## config.mk

```make
export PLATFORM = sky130hd
export DESIGN_NAME = meteor_field
export DESIGN_NICKNAME = d
export VERILOG_FILES = /design/src/rtl/meteor_pkg.sv /design/src/rtl/meteor_lfsr.sv /design/src/rtl/meteor_field.sv
export SDC_FILE = /design/constraint.sdc
export NUM_CORES = 1
export LEC_CHECK = 0
export CAP_MARGIN = 20
export CORE_MARGIN = 2
export CORE_UTILIZATION = 35
export DETAILED_ROUTE_END_ITERATION = 16
export PLACE_DENSITY = 0.6
export SYNTH_ARGS = -nofsm -noshare
export SYNTH_HDL_FRONTEND = slang
export SYNTH_SLANG_ARGS = --single-unit
```

## constraint.sdc

```tcl
create_clock -name i_clk -period 16.8 [get_ports i_clk]
set_clock_uncertainty 0.15 [all_clocks]
set_input_delay 4.2 -clock i_clk [delete_from_list [all_inputs] [get_ports i_clk]]
set_output_delay 4.2 -clock i_clk [all_outputs]
set_load 0.02 [all_outputs]
```

## src/rtl/meteor_pkg.sv

```systemverilog
// Shared constants, state encoding and overlap helper
// for the meteor playfield.
package meteor_pkg;

  localparam int SCREEN_W     = 160;
  localparam int SCREEN_H     = 120;
  localparam int METEOR_SZ    = 8;
  localparam int N_METEORS    = 4;
  localparam int SPAWN_PERIOD = 16;
  localparam logic [15:0] LFSR_SEED = 16'hACE1;

  localparam logic [8:0] Y_LIMIT =
    9'(SCREEN_H);
  localparam logic [7:0] X_SPAN =
    8'(SCREEN_W - METEOR_SZ);
  localparam logic [3:0] TIMER_LAST =
    4'(SPAWN_PERIOD - 1);
  localparam logic [8:0] SZ9 =
    9'(METEOR_SZ);

  typedef enum logic [1:0] {
    IDLE = 2'd0,
    RUN  = 2'd1,
    HIT  = 2'd2
  } state_t;

  function automatic logic near8(
    input logic [7:0] a,
    input logic [7:0] b
  );
    logic [8:0] d;
    if (a >= b) d = {1'b0, a} - {1'b0, b};
    else        d = {1'b0, b} - {1'b0, a};
    return d < SZ9;
  endfunction

endpackage

```

## src/rtl/meteor_lfsr.sv

```systemverilog
// Free-running 16-bit Fibonacci LFSR,
// taps 16,14,13,11; only hard reset reseeds it.
module meteor_lfsr
  import meteor_pkg::*;
(
  input  logic        i_clk,
  input  logic        reset,
  output logic [15:0] out
);

  logic [15:0] lfsr_q, lfsr_d;
  logic        fb;

  assign fb = lfsr_q[15] ^ lfsr_q[13]
            ^ lfsr_q[12] ^ lfsr_q[10];
  assign lfsr_d = {lfsr_q[14:0], fb};
  assign out    = lfsr_q;

  always_ff @(posedge i_clk or posedge reset) begin
    if (reset) lfsr_q <= LFSR_SEED;
    else       lfsr_q <= lfsr_d;
  end

endmodule

```

## src/rtl/meteor_field.sv

```systemverilog
// Meteor playfield: per-frame fall, timed spawn,
// dodge counting and player collision FSM.
module meteor_field
  import meteor_pkg::*;
(
  input  logic        i_clk,
  input  logic        reset,
  input  logic        restart,
  input  logic        enable,
  input  logic        frame,
  input  logic [7:0]  speed,
  input  logic [7:0]  player_x,
  input  logic [6:0]  player_y,
  output logic [31:0] meteor_x,
  output logic [27:0] meteor_y,
  output logic [3:0]  meteor_active,
  output logic [15:0] dodged,
  output logic        hit,
  output logic        running
);

  state_t state_q, state_d;

  logic [N_METEORS-1:0][7:0] x_q, x_d;
  logic [N_METEORS-1:0][6:0] y_q, y_d;
  logic [N_METEORS-1:0]      act_q, act_d;
  logic [15:0]               dod_q, dod_d;
  logic [3:0]                tim_q, tim_d;

  logic [15:0] lfsr;
  logic [7:0]  spawn_x;
  logic [8:0]  y_nxt;
  logic [2:0]  n_exit;
  logic [16:0] dod_sum;
  logic        spawned;
  logic        collide;

  meteor_lfsr u_lfsr (
    .i_clk (i_clk),
    .reset (reset),
    .out   (lfsr)
  );

  assign spawn_x = (lfsr[7:0] >= X_SPAN)
                 ? lfsr[7:0] - X_SPAN
                 : lfsr[7:0];

  always_comb begin
    state_d = state_q;
    x_d     = x_q;
    y_d     = y_q;
    act_d   = act_q;
    dod_d   = dod_q;
    tim_d   = tim_q;
    y_nxt   = '0;
    n_exit  = '0;
    dod_sum = '0;
    spawned = 1'b0;
    collide = 1'b0;
    if (restart) begin
      state_d = IDLE;
      x_d     = '0;
      y_d     = '0;
      act_d   = '0;
      dod_d   = '0;
      tim_d   = '0;
    end else begin
      unique case (state_q)
        IDLE: begin
          if (enable) state_d = RUN;
        end
        RUN: begin
          if (frame) begin
            tim_d = tim_q + 4'd1;
            for (int i = 0; i < N_METEORS; i++) begin
              if (act_q[i]) begin
                y_nxt = {2'b00, y_q[i]}
                      + {1'b0, speed};
                if (y_nxt >= Y_LIMIT) begin
                  act_d[i] = 1'b0;
                  n_exit   = n_exit + 3'd1;
                end else begin
                  y_d[i] = y_nxt[6:0];
                end
              end
            end
            dod_sum = {1'b0, dod_q} + 17'(n_exit);
            dod_d   = dod_sum[16] ? 16'hFFFF
                                  : dod_sum[15:0];
            // pick from the pre-move mask so freed slots wait a frame
            if (tim_q == TIMER_LAST) begin
              for (int i = 0; i < N_METEORS; i++) begin
                if (!spawned && !act_q[i]) begin
                  spawned  = 1'b1;
                  act_d[i] = 1'b1;
                  x_d[i]   = spawn_x;
                  y_d[i]   = '0;
                end
              end
            end
            for (int i = 0; i < N_METEORS; i++) begin
              if (act_d[i]
                  && near8(x_d[i], player_x)
                  && near8({1'b0, y_d[i]},
                           {1'b0, player_y}))
                collide = 1'b1;
            end
            if (collide) state_d = HIT;
          end
        end
        HIT: begin
          state_d = HIT;
        end
        default: state_d = IDLE;
      endcase
    end
  end

  always_ff @(posedge i_clk or posedge reset) begin
    if (reset) begin
      state_q <= IDLE;
      x_q     <= '0;
      y_q     <= '0;
      act_q   <= '0;
      dod_q   <= '0;
      tim_q   <= '0;
    end else begin
      state_q <= state_d;
      x_q     <= x_d;
      y_q     <= y_d;
      act_q   <= act_d;
      dod_q   <= dod_d;
      tim_q   <= tim_d;
    end
  end

  assign meteor_x      = x_q;
  assign meteor_y      = y_q;
  assign meteor_active = act_q;
  assign dodged        = dod_q;
  assign hit           = (state_q == HIT);
  assign running       = (state_q == RUN);

endmodule

```

==> results.json <==
{
  "cpPeakStageDelay_ns": 0.68,
  "wl_per_cell_um": 18.1,
  "wl_um": 32600,
  "cts_resized": 0,
  "worst_pin_slew_ns": 1.04,
  "timing.max_cap.violations": 0,
  "via_per_inst": 5.42,
  "p_leak_nw": 5.92,
  "synth_top_area_share_pct": 21.9,
  "hold_viol_final": 0,
  "crit_slowest_cell": "clkdlybuf4s50_1",
  "drive_above_1_share_pct": 5.71,
  "grt_pass1_wl_um": 51600,
  "peakVddDrop_mv": 0.0471,
  "ys_seq_elements": 102,
  "timing.final.max_slew_violations": 0,
  "outcome": "complete, no violations",
  "rsz0062_at_grt": "false",
  "pre_cts_slack_ns": 5.25,
  "die_h_um": 179,
  "fin_nets": 1588,
  "setup_tns_ns": 0,
  "ys_async_sr_fraction_pct": 100,
  "num_antenna_cells": 0,
  "syn_area_mm2": 0.0107,
  "postSynthCellCount": 1311,
  "drtIter0Drc": 686,
  "drc": 0,
  "clockBufferDepth": 2,
  "antenna_found_initial": 0,
  "dr.pass1.iters": 7,
  "synth.largest_area_cell": "dfrtp_1",
  "post-dp-hpwl_um": 25300,
  "setup_viol": 0,
  "track_usage_pct": 20.7,
  "critPathBufInv": 2,
  "crit_family": "simple AND/OR/NAND/NOR gates",
  "postCtsHoldBufs": 0,
  "ioPinCount": 110,
  "start_util_pct": 35.3,
  "clkTransAtPathRegs_ns": 0.08,
  "cp.required_ns": 16.85,
  "synth_edf_count": 0,
  "crit_type": "in -> reg",
  "clockRootBuffer": "clkbuf_16",
  "finalPower_mw": 0.614,
  "grt_pass1_vias": 9373,
  "post_cts_buffers": 0,
  "rows": 64,
  "synth.area.top_cells": "dfrtp_1, ha_1, o21ai_0",
  "core_area_mm2": 0.0304,
  "clock-sinks": 102,
  "cp_max_fo": 10,
  "clock_latency_ns": 0.38,
  "hp-class": "reg -> reg",
  "cts_buffers": 9,
  "cts_htree_levels": 3,
  "p_per_area_mw_per_mm2": 49.1,
  "overflow": 0,
  "critical_path_arrival_ns": 11.21,
  "die_area_mm2": 0.0321,
  "syn_area_per_cell_um2": 8.19,
  "timing.final.crit_share_pct": 66.5,
  "fmax_mhz": 89.6,
  "ys_warn_count": 0,
  "port_buffers": 109,
  "relSlewSlack_pct": 30.2,
  "gp_congestion": 0.893,
  "num_vias": 9734,
  "syn_nets": 1503,
  "setup_ws_ns": 5.63,
  "cts_tree": "yes",
  "ys_seq_area_share_pct": 23.9,
  "layout-area-overhead-vs-synth_pct": 16.4,
  "crit_path_end_kind": "flip-flop",
  "ant_nets": 0,
  "grt_max_degree": 62,
  "synth-main-ff-cell": "dfrtp_1",
  "yosysUniqueCellTypes": 88,
  "path_common_cell": "and3_1",
  "die_x_um": 179,
  "cp-start-kind": "input port",
  "fin_crit_ns": 11.17
}
## cell usage after synthesis, types with 4 or more instances
| master | count |
|---|---|
| a211o_1 | 5 |
| a211oi_1 | 14 |
| a21boi_0 | 6 |
| a21o_1 | 26 |
| a21oi_1 | 105 |
| a22o_1 | 10 |
| a311oi_1 | 14 |
| a31o_2 | 5 |
| a31oi_1 | 11 |
| and2_1 | 11 |
| and3_1 | 12 |
| and4_1 | 5 |
| buf_2 | 5 |
| clkbuf_1 | 32 |
| dfrtp_1 | 94 |
| dfstp_2 | 8 |
| fa_1 | 5 |
| ha_1 | 159 |
| inv_1 | 114 |
| mux2_2 | 10 |
| mux2i_1 | 41 |
| nand2_1 | 119 |
| nand2b_1 | 19 |
| nand3_1 | 26 |
| nand3b_1 | 4 |
| nand4_1 | 14 |
| nor2_1 | 113 |
| nor2b_1 | 18 |
| nor3_1 | 10 |
| nor3b_1 | 5 |
| nor4_1 | 4 |
| nor4_2 | 4 |
| o2111ai_1 | 4 |
| o211ai_1 | 8 |
| o21a_1 | 14 |
| o21ai_0 | 111 |
| o21ai_1 | 6 |
| o21bai_1 | 8 |
| o31ai_1 | 5 |
| or2_2 | 8 |
| xnor2_1 | 29 |
| xor2_1 | 19 |
## cells in the final DEF (no fill, tap or decap), types with 6 or more instances in the layout
master,instances
buf_4,6
a21oi_1,105
nand2b_1,18
and2_1,11
dfstp_2,8
o211ai_1,8
a211oi_1,14
a31oi_1,11
nor2_1,112
mux2_2,10
inv_1,113
o21ai_0,111
xnor2_1,29
a311oi_1,14
o21bai_1,8
nand4_1,14
nor3_1,10
ha_1,159
clkbuf_16,9
nor2b_1,18
mux2i_1,41
and3_1,12
a21o_1,26
nand3_1,26
o21ai_1,6
dfrtp_1,94
nand2_1,119
a21boi_0,6
o21a_1,14
clkdlybuf4s50_1,109
or2_2,8
xor2_1,19
a22o_1,10
## area by class of cell
type / count / area [µm²]
Sequential cell: 102 / 2560
Clock inverter: 7 / 56.3
Clock buffer: 9 / 225
Timing Repair Buffer: 115 / 1140
Fill cell: 3141 / 17900
Tap cell: 396 / 495
Inverter: 114 / 430
Multi-Input combinational cell: 1054 / 7590
## sequential cells by signal (all words and copies together) (netlist names)
| name | count |
|---|---|
| tim_q | 4 |
| dodged | 16 |
| meteor_x | 32 |
| u_lfsr.out | 16 |
| state_q | 2 |
| meteor_y | 28 |
| meteor_active | 4 |
## per-stage QoR
step / hold slack [ns] / area, µm² / util, % / cells
global placement: 0.187 / 12200 / 40.1 / 1781
floorplan: 0.181 / 10700 / - / 1311
finish: 0.209 / 12500 / 41.1 / 1797
global route: 0.217 / 12500 / 41.1 / 1797
detailed placement: 0.187 / 12200 / 40.1 / 1781
CTS: 0.211 / 12500 / 41.1 / 1797
## final timing paths
kind	from	to	slack [ns]	cells after the start
max	speed[1]	dodged[10]	5.63	26
min	u_lfsr.out[14]	u_lfsr.out[15]	0.21	0
max reg2reg	meteor_y[0]	dodged[10]	9.63	26
min reg2reg	u_lfsr.out[14]	u_lfsr.out[15]	0.21	0
max in group asynchronous	reset	meteor_y[0]	11.13	3
min in group asynchronous	reset	u_lfsr.out[14]	4.08	2
## where the power goes
group | internal, mW | switching [mW]
Sequential | 0.248 | 0.00235
Combinational | 0.0517 | 0.0952
Clock | 0.103 | 0.114
## logic make-up after synthesis
group / share of synthesized area (%)
AOI/OAI and AO/OA: 24.6
xor gates and xnor gates: 3.92
adders and majority gates: 19.5
buffers and inverters: 5.49
DFF: 23.9
muxes: 4.87
and+or+nand+nor: 17.7
## metal layers
metal	track usage [%]	wire, µm	vias up
met4	5.81	725	0
met1	28.8	15600	4568
met2	33.5	14700	269
li1	-	-	4861
met3	2.57	1500	36
met5	0	0	-
(Power assumes the default switching activity.)
